`src/rtl/run_det_pkg.sv`:
```
// Shared width helpers and mode constants for the run-length detector.
package run_det_pkg;
    localparam logic MODE_NONOVL = 1'b0;
    localparam logic MODE_OVL    = 1'b1;

    function automatic int clog2(input int v);
        int r;
        r = 0;
        while ((1 << r) < v) r++;
        return r;
    endfunction

    function automatic int run_w(input int run_len);
        return (clog2(run_len) < 1) ? 1 : clog2(run_len);
    endfunction
endpackage

```
`src/rtl/sat_counter.sv`:
```
// Saturating up-counter with synchronous clear; holds at all-ones.
module sat_counter #(
    parameter int W = 8
) (
    input  logic         CLOCK,
    input  logic         RESET,
    input  logic         clr,
    input  logic         inc,
    output logic [W-1:0] q
);
    logic [W-1:0] q_q;
    logic [W-1:0] q_d;

    always_comb begin
        q_d = q_q;
        if (clr) begin
            q_d = '0;
        end else if (inc && (q_q != '1)) begin
            q_d = q_q + 1'b1;
        end
    end

    always_ff @(posedge CLOCK or negedge RESET) begin
        if (!RESET) begin
            q_q <= '0;
        end else begin
            q_q <= q_d;
        end
    end

    assign q = q_q;
endmodule

```
`src/rtl/mealy_run_detector.sv`:
```
// Mealy detector flagging the bit that completes RUN_LEN consecutive
// TARGET samples, with run-time overlap select and a saturating hit count.
module mealy_run_detector
    import run_det_pkg::*;
#(
    parameter int RUN_LEN = 6,
    parameter int CNT_W   = 8,
    localparam int RUN_W  = run_w(RUN_LEN)
) (
    input  logic             CLOCK,
    input  logic             RESET,
    input  logic             EN,
    input  logic             IN,
    input  logic             TARGET,
    input  logic             OVERLAP,
    input  logic             CLEAR,
    output logic             OUT,
    output logic [CNT_W-1:0] HIT_CNT,
    output logic [RUN_W-1:0] RUN
);
    localparam logic [RUN_W-1:0] LAST = RUN_W'(RUN_LEN - 1);

    logic [RUN_W-1:0] run_q;
    logic [RUN_W-1:0] run_d;
    logic             tgt_q;
    logic             tgt_d;
    logic             match;
    logic [RUN_W-1:0] eff_run;

    assign match   = EN & (IN == TARGET);
    // A changed target starts a fresh run rather than extending the old one.
    assign eff_run = (TARGET == tgt_q) ? run_q : '0;

    always_ff @(posedge CLOCK or negedge RESET) begin
        if (!RESET) begin
            run_q <= '0;
            tgt_q <= 1'b0;
        end else begin
            run_q <= run_d;
            tgt_q <= tgt_d;
        end
    end

    always_comb begin
        run_d = run_q;
        tgt_d = tgt_q;
        if (CLEAR) begin
            run_d = '0;
            tgt_d = TARGET;
        end else if (EN) begin
            tgt_d = TARGET;
            if (OUT) begin
                run_d = (OVERLAP == MODE_OVL) ? LAST : '0;
            end else if (match) begin
                run_d = eff_run + 1'b1;
            end else begin
                run_d = '0;
            end
        end
    end

    always_comb begin
        OUT = match & (eff_run == LAST) & ~CLEAR & RESET;
    end

    sat_counter #(
        .W(CNT_W)
    ) u_hits (
        .CLOCK(CLOCK),
        .RESET(RESET),
        .clr  (CLEAR),
        .inc  (OUT),
        .q    (HIT_CNT)
    );

    assign RUN = run_q;
endmodule

```
`config.mk`:
```
export PLATFORM = sky130hd
export DESIGN_NAME = mealy_run_detector
export DESIGN_NICKNAME = d
export VERILOG_FILES = /design/src/rtl/run_det_pkg.sv /design/src/rtl/sat_counter.sv /design/src/rtl/mealy_run_detector.sv
export SDC_FILE = /design/constraint.sdc
export NUM_CORES = 1
export LEC_CHECK = 0
export ABC_AREA = 1
export CAP_MARGIN = 15
export CORE_MARGIN = 2
export CORE_UTILIZATION = 45
export DETAILED_ROUTE_END_ITERATION = 12
export PLACE_DENSITY = 0.73
export SLEW_MARGIN = 20
export SYNTH_ARGS = -nofsm -noshare
export SYNTH_HDL_FRONTEND = slang
export SYNTH_SLANG_ARGS = --single-unit
```
`constraint.sdc`:
```
create_clock -name CLOCK -period 3.41 [get_ports CLOCK]
set_clock_uncertainty 0.05 [all_clocks]
set_input_delay 0.341 -clock CLOCK [delete_from_list [all_inputs] [get_ports CLOCK]]
set_output_delay 0.341 -clock CLOCK [all_outputs]
set_load 0.05 [all_outputs]
```
=== Yosys cells after proc, flatten, opt, wreduce, memory -nomap -nowiden ===
Index checks and enable logic that the tools add are counted.
Widths: inputs -> output; s select.

* Shifts and indexed selects: 0
* Multiply operators: 0
* Reductions and logical operators: 3
* Muxes and demuxes: 10
* Div/mod/pow operators: 0
* Magnitude comparators: 0
* Eq/ne operators: 4
* Add/sub/neg operators: 2
* Bitwise logic cells: 5

{| class="wikitable"
|+ Operators by type and width
! operator !! count
|-
| $mux 3 || 6
|-
| $mux 8 || 2
|-
| $add 8x1->8 const B || 1
|-
| $ne 8x8->1 const B || 1
|-
| $and 1x1->1 || 4
|-
| $reduce_bool 2->1 || 2
|-
| $add 3x1->3 const B || 1
|-
| $eq 3x3->1 const B || 1
|-
| $eq 1x1->1 || 2
|-
| $mux 1 || 2
|-
| $logic_and 1x1->1 || 1
|-
| $not 1->1 || 1
|}

* ROM bits: 0
* Register bits after elaboration: 12
* Memories kept: 0
* Bits of input ports: 7
* Memory bits (writable): 0
* Bits in latches: 0

=== Depth between registers and ports, before layout ===
Gate-level depths: netlist (run 1).

* Word-level depth: 9
* Depth in mapped cells: 11

=== Hierarchy ===
From an unflattened synthesis (run 1), not the netlist that was laid out.

* Cell total of the unflattened synthesis: 126
* Area total of the unflattened synthesis: 839.6 um^2

{| class="wikitable"
|+ Modules (own cells, without submodules)
! module !! area each (um^2) !! sequential area each (um^2) !! cells an instance !! times used
|-
| sat_counter || 511.7 || 200.2 || 74 || 1
|-
| mealy_run_detector || 327.8 || 100.1 || 52 || 1
|}

=== Least setup slack after synthesis (run 1) ===
OpenSTA, ideal clock, no wires.

* Path type: flip-flop to output port
* Start: register run_q[0] (netlist: RUN[0])
* End: output port OUT
* Stages on the path, launching flop included: 8
* Slack: 1410 ps
* Arrival time: 1609 ps
* Buffers on the path: 0
* Required time: 3019 ps
* Cell sequence: dfrtp_1 inv_1 nor2_1 ha_1 nand3_4 nor2_8 nand2_1 inv_2

* Longest elaborated chain between the ends: 5

{| class="wikitable"
|+ RTL lines
! what !! RTL line !! source
|-
| start: declaration || mealy_run_detector.sv:23 || <nowiki>logic [RUN_W-1:0] run_q;</nowiki>
|-
| start signal: assignment || mealy_run_detector.sv:39 || <nowiki>run_q <= run_d;</nowiki>
|-
| $mux 3 || mealy_run_detector.sv:32 || <nowiki>assign eff_run = (TARGET == tgt_q) ? run_q : '0;</nowiki>
|-
| $eq 3x3->1 || mealy_run_detector.sv:63 || <nowiki>OUT = match & (eff_run == LAST) & ~CLEAR & RESET;</nowiki>
|-
| $and 1x1->1 (3 in a row) || mealy_run_detector.sv:63 ||
|-
| end: declaration || mealy_run_detector.sv:17 || <nowiki>output logic OUT,</nowiki>
|}

No other way between the ends.

=== Worst setup path after layout (run 1) ===
* Start: input port TARGET
* End: output port OUT

* Longest elaborated chain between the ends: 6
* Elaborated cells on any way between the ends: 8

{| class="wikitable"
|+ RTL lines
! what !! RTL line !! source
|-
| start: declaration || mealy_run_detector.sv:14 || <nowiki>input logic TARGET,</nowiki>
|-
| $eq 1x1->1 || mealy_run_detector.sv:32 ||
|-
| $mux 3 || mealy_run_detector.sv:32 ||
|-
| $eq 3x3->1 || mealy_run_detector.sv:63 ||
|-
| $and 1x1->1 (*) (3 in a row) || mealy_run_detector.sv:63 ||
|}

Every way passes the cells marked *; elsewhere a longest branch is shown, timed or not.

==> summary.md, run 1 <==
| Metric | Value |
|---|---|
| Reg2reg setup slack | 1660 ps |
| Critical Path RT | 3020 ps |
| Most instantiated cells after synthesis | nand2_1, nand3_1, inv_1 |
| CP Capture Type | output pin |
| Pre-antenna DRT Iters | 4 |
| CP top delay family | buffers and inverters |
| Wire length of the first global-routing pass | 3470 microns |
| Via density per instance | 4.78 |
| Crit path DAT | 2630 ps |
| Largest net degree at the start of global routing | 14 |
| CP Class | in2out |
| Seq/Total Area, Yosys | 0.324 |
| Seq cells post-synth | 12 |
| Cells after Synth | 135 |
| Initial antenna violation count | 0 |
| RSZ-0062 raised after global routing | no |
| N_diodes | 0 |
| Flop pwr share | 0.472 |
| Layout Nets | 168 |
| DP HPWL | 1540 microns |
| Worst-Margin Slew | 495 ps |
| Status | finished clean |
| TNS Setup | 0 ps |
| Sequential Area | 300 sq um |
| Total gr overflow | 0 |
| CTS Sinks | 12 |
| Syn Area/Cell | 6.86 sq um |
| Psw | 0.0868 mW |
| Worst stage delay on the critical path | 790 ps |
| Critical path launch point type | input port |
| Syn nets | 145 |
| Clock insertion delay at the later pin of the skew report | 270 ps |
| Clk pwr share | 0.358 |
| Yosys warning total | 0 |
| Vias in the first global route | 801 |
| Starting Density | 0.477 |
| Cts bufs inserted | 3 |
| Synth top area share | 0.324 |
| Critical path, cell by cell | clkdlybuf4s50_1, inv_2, nand2_2, nand2_1, nor2_1, ha_1, nand3_4, nor2_8, nand2_1, inv_2, clkdlybuf4s50_1 |
| Sw frac | 0.274 |
| Port buffer count | 18 |
| Min Tclk post-route | 3030 ps |
| Die Height | 49.4 microns |
| Internal | 0.230 mW |
| Postcts setup bufs | 0 |
| Core Area | 0.00194 sq mm |
| Multi-input logic area | 531 sq um |
| Top cells by area, synth | dfrtp_1, nand2_1, nand3_1 |
| FMAX | 331 MHz |
| DR iter-0 viols | 12 |
| CTS tree | done |
| Setup violations, final | 0 |
| Antenna viol nets, final | 0 |
| Count of cell types in the netlist | 21 |
| H-tree levels | 1 |
| DR vias | 880 |
| Cell accounting for the most synthesized area | dfrtp_1 |
| Die width | 49.4 microns |
| Row cnt | 16 |
| Die area | 0.00244 sq mm |
| Post-synth top flop | dfrtp_1 |
| Min-Delay Path Class | in2async |
| Slowest cell on crit path | clkdlybuf4s50_1 |
| Total Wirelength | 1970 microns |
| # resized after CTS | 0 |
| WL/cell | 10.7 microns |
| GPL Wtd Cong | 0.849 |
| Logic pwr share | 0.170 |
| Pleak | 0.604 nW |
| Max IR drop VDD | 0.201 mV |
| Maxcap violations | 0 |
| Final core utilization | 0.606 |
| # IOs | 19 |
| Crit Path Max Fanout | 3 |
| Slew margin rel. | 0.669 |
| Clock Path Buffers | 2 |
| Setup ws final | 384 ps |
| Max-slew violations | 0 |
| Reg2Reg Depth | 11 |
| Pre-CTS WS | 374 ps |
| # hold bufs at CTS | 0 |
| Tcrit/Tclk final | 0.887 |
| Buf/Inv on CP | 4 |
| Gr usage total | 0.184 |
| Fin. Hold Viols | 0 |
| Area Growth Syn to Fin | 27.0% |
| EDFF count, synth | 0 |
| Ys async rst share | 1.00 |
| Root Driver | clkbuf_4 |
| DRC viols | 0 |
| CTS clock-pin slew for the worst setup and hold paths | 80 ps |
| Top-count cell post-synth | nand2_1 |
| Cell area after synthesis | 926 sq um |
| Fillers | 189 |
| Pwr per Cell Area | 269 mW/mm^2 |
| Levels on crit path | 11 |
| Share of cells above drive strength 1 | 0.127 |
registers in the layout (all words and copies together), names as in the netlist:
| signal | count |
|---|---|
| u_hits.q | 8 |
| RUN | 3 |
| tgt_q | 1 |
final cells by class:
| type | count | share of cell area |
|---|---|---|
| Multi-Input combinational cell | 101 | 0.451 |
| Timing Repair Buffer | 20 | 0.166 |
| Tap cell | 27 | 0.0287 |
| Inverter | 20 | 0.0681 |
| Sequential cell | 12 | 0.255 |
| Clock buffer | 4 | 0.0309 |
worst register-to-register path, cell delays in order (launching register included):
cell	delay, ps
dfrtp_1	390
inv_1	50
nand2_1	100
nand2_1	70
nor2_1	160
ha_1	220
nand3_4	110
nor2_8	140
nand3_4	140
nand2_4	140
nand2_1	60
nand2_1	60
worst paths after layout:
path	start	to
setup / recovery	TARGET	OUT
hold / removal	RESET	u_hits.q[0]
setup reg to reg	tgt_q	u_hits.q[5]
hold reg to reg	RUN[1]	RUN[1]
max in group asynchronous	RESET	u_hits.q[6]
min in group CLOCK	RUN[1]	RUN[1]
logic make-up (layout without fill, tap and decap cells):
family | after synthesis | in the layout | share of synthesized area
DFF | 12 | 12 | 0.324
and+or+nand+nor | 96 | 96 | 0.522
AOI/OAI and AO/OA | 2 | 2 | 0.0108
adders and majority gates | 3 | 3 | 0.0405
buffers and inverters | 22 | 44 | 0.103
metrics by stage:
stage / cells / power, mW / hold slack, ps / instance area, sq um
2_1_floorplan: 135 / 0.185 / -4.59 / 926
3_3_place_gp: 180 / 0.206 / 450 / 1140
3_5_place_dp: 180 / 0.207 / 453 / 1140
4_1_cts: 184 / 0.321 / 433 / 1180
5_1_grt: 184 / 0.336 / 439 / 1180
6_report: 184 / 0.317 / 427 / 1180
routing by layer:
metal,routed length [microns],GRT usage,share of wire
met1,940,0.231,0.48
met2,894,0.295,0.45
met3,100,0.0491,0.051
met4,36,0.0762,0.018
met5,0,0,0
cells in the final DEF, fill, tap and decap left out:
cell type        netlist  routed
nand4_1                1       1
nor3_1                 1       1
nand2_1               47      47
nand3_2                2       2
nor3b_1                2       2
nor2_8                 1       1
clkinv_1               1       1
nand2_4                1       1
inv_2                  2       2
clkbuf_4               0       3
clkinv_4               1       1
nor2_2                 1       1
ha_1                   3       3
buf_4                  0       2
dfrtp_1               12      12
nand3_1               19      19
nand2_2                3       3
clkbuf_8               0       1
clkdlybuf4s50_1        0      18
nor2_1                15      15
inv_1                 16      16
o21ai_0                2       2
nand3_4                3       3
power groups by stage:
stage / clock [mW] / combinational, mW / sequential [mW]
after floorplan: 0 / 0.0242 / 0.160
after global placement: 0 / 0.0536 / 0.152
after detailed placement: 0 / 0.0543 / 0.152
after CTS: 0.117 / 0.0545 / 0.150
after global routing: 0.126 / 0.0594 / 0.150
final: 0.113 / 0.0540 / 0.150
Power figures use the tool's default switching activity.
==> inputs of run 2 (changes only) <==
Settings changed: CORE_ASPECT_RATIO set to 1.2, GPL_ROUTABILITY_DRIVEN set to 0.
==> run 2 against run 1 <==
Net effect:
- global-route usage grew 2.0 points
- die area is essentially flat
- register-to-register slack gained 30 ps
- sequential power is essentially flat
- power grew 0.29%
- sequential cell count is the same
- setup slack lost 8.6 ps
- design area shrank 0.74%
- first-iteration DRC count grew 42%
- cell count shrank 3.8%
- routed wire length grew 2.4%
- critical path type unchanged
==> summary.md, run 2 (synthesis results as in run 1) <==
| Metric | Value |
|---|---|
| Largest net degree at the start of global routing | 14 |
| # IOs | 19 |
| CTS clock-pin slew for the worst setup and hold paths | 80 ps |
| Max reg flops | 8 |
| DR vias | 879 |
| Postcts setup bufs | 0 |
| Antenna viol nets, final | 0 |
| DR iter-0 viols | 17 |
| Initial antenna violation count | 0 |
| Critical path, cell by cell | clkdlybuf4s50_1, inv_2, nand2_2, nand2_1, nor2_1, ha_1, nand3_4, nor2_8, nand2_1, inv_2, clkdlybuf4s50_1 |
| H-tree levels | 1 |
| Wire length of the first global-routing pass | 3540 microns |
| Via density per instance | 4.97 |
| Reg-to-reg startpoint | tgt_q |
| R2r endpoint | u_hits.q[5] |
| Critical path launch point type | input port |
| Pre-antenna DRT Iters | 4 |
| Most common library cell in the layout ignoring fill and taps | nand2_1 |
| Reg2reg setup slack | 1690 ps |
| FMAX | 330 MHz |
| Pwr per Cell Area | 272 mW/mm^2 |
| Commonest cells after routing, fill and taps aside | nand2_1, nand3_1, clkdlybuf4s50_1 |
| N_diodes | 0 |
| CP Capture Type | output pin |
| Total Wirelength | 2020 microns |
| Starting Density | 0.462 |
| # resized after CTS | 0 |
| Share of cells above drive strength 1 | 0.127 |
| Max-slew violations | 0 |
| Fillers | 204 |
| Clock Path Buffers | 2 |
| Reg2Reg Depth | 11 |
| Pleak | 0.604 nW |
| DRC viols | 0 |
| Die area | 0.00244 sq mm |
| CTS tree | done |
| Gr usage total | 0.204 |
| Slowest cell on crit path | clkdlybuf4s50_1 |
| RSZ-0062 raised after global routing | no |
| WL/cell | 11.4 microns |
| Core Area | 0.00200 sq mm |
| Fin. Hold Viols | 0 |
| Min Tclk post-route | 3030 ps |
| Clock insertion delay at the later pin of the skew report | 280 ps |
| Min-Delay Path Class | in2async |
| Total gr overflow | 0 |
| DP HPWL | 1610 microns |
| Buf/Inv on CP | 4 |
| # hold bufs at CTS | 0 |
| Die Height | 53.7 microns |
| CTS Sinks | 12 |
| TNS Setup | 0 ps |
| Cts bufs inserted | 3 |
| Multi-input logic area | 531 sq um |
| Crit Path Max Fanout | 3 |
| Setup violations, final | 0 |
| Tot Pwr | 0.318 mW |
| Status | finished clean |
| Worst-Margin Slew | 493 ps |
| Crit path DAT | 2640 ps |
| Area Growth Syn to Fin | 26.1% |
| Tcrit/Tclk final | 0.890 |
| Worst stage delay on the critical path | 790 ps |
| CP Class | in2out |
| Maxcap violations | 0 |
| Slew margin rel. | 0.670 |
| Row cnt | 18 |
| Layout Nets | 168 |
| Vias in the first global route | 820 |
| CP top delay family | buffers and inverters |
| Port buffer count | 18 |
| Die width | 45.4 microns |
| Root Driver | clkbuf_4 |
| Sequential Area | 300 sq um |
| Critical Path RT | 3020 ps |
| Max IR drop VDD | 0.201 mV |
run 2: cell counts in the layout (fill, tap and decap cells not counted):
Identical to the previous run, type by type.
run 2: how the worst max path moves through the flow:
stage | startpoint | slack [ps] | endpoint | cells after the start
floorplan | RUN[0] | 1410 | OUT | 7
global placement | TARGET | 440 | OUT | 11
detailed placement | TARGET | 370 | OUT | 11
CTS | TARGET | 370 | OUT | 11
global route | TARGET | 250 | OUT | 11
finish | TARGET | 380 | OUT | 11
run 2: final cells by class:
cell class	instances	area share
inverter	20	0.0686
timing repair buffer	20	0.167
multi-input combinational	101	0.454
tap	20	0.0214
sequential	12	0.257
clock buffer	4	0.0311
run 2: metrics by stage:
step | setup slack (ps) | std cells | cell area, sq um | hold slack [ps] | utilization
detailed placement | 372 | 173 | 1130 | 465 | 0.564
finish | 376 | 177 | 1170 | 424 | 0.582
floorplan | 1410 | 135 | 926 | -4.59 | -
global placement | 441 | 173 | 1130 | 454 | 0.564
CTS | 373 | 177 | 1170 | 445 | 0.582
global route | 250 | 177 | 1170 | 444 | 0.582
run 2: per-layer routing:
metal,GRT usage,up-vias,share of wire
met5,0,-,0
met4,0.103,0,0.023
met3,0.0403,6,0.028
met2,0.338,17,0.49
met1,0.246,394,0.46
li1,-,462,-
run 2: power breakdown:
group / internal (mW) / total [mW] / switching [mW]
clock: 0.0649 / 0.114 / 0.0492
combinational: 0.0197 / 0.0541 / 0.0343
sequential: 0.146 / 0.150 / 0.00405
total: 0.230 / 0.318 / 0.0876
run 2: worst reg2reg max path, delay by kind of cell (launching register included):
| family | cells | cell delay [ps] |
|---|---|---|
| fa+ha+maj | 1 | 220 |
| buf+inv | 1 | 50 |
| flops | 1 | 380 |
| simple gates | 9 | 960 |
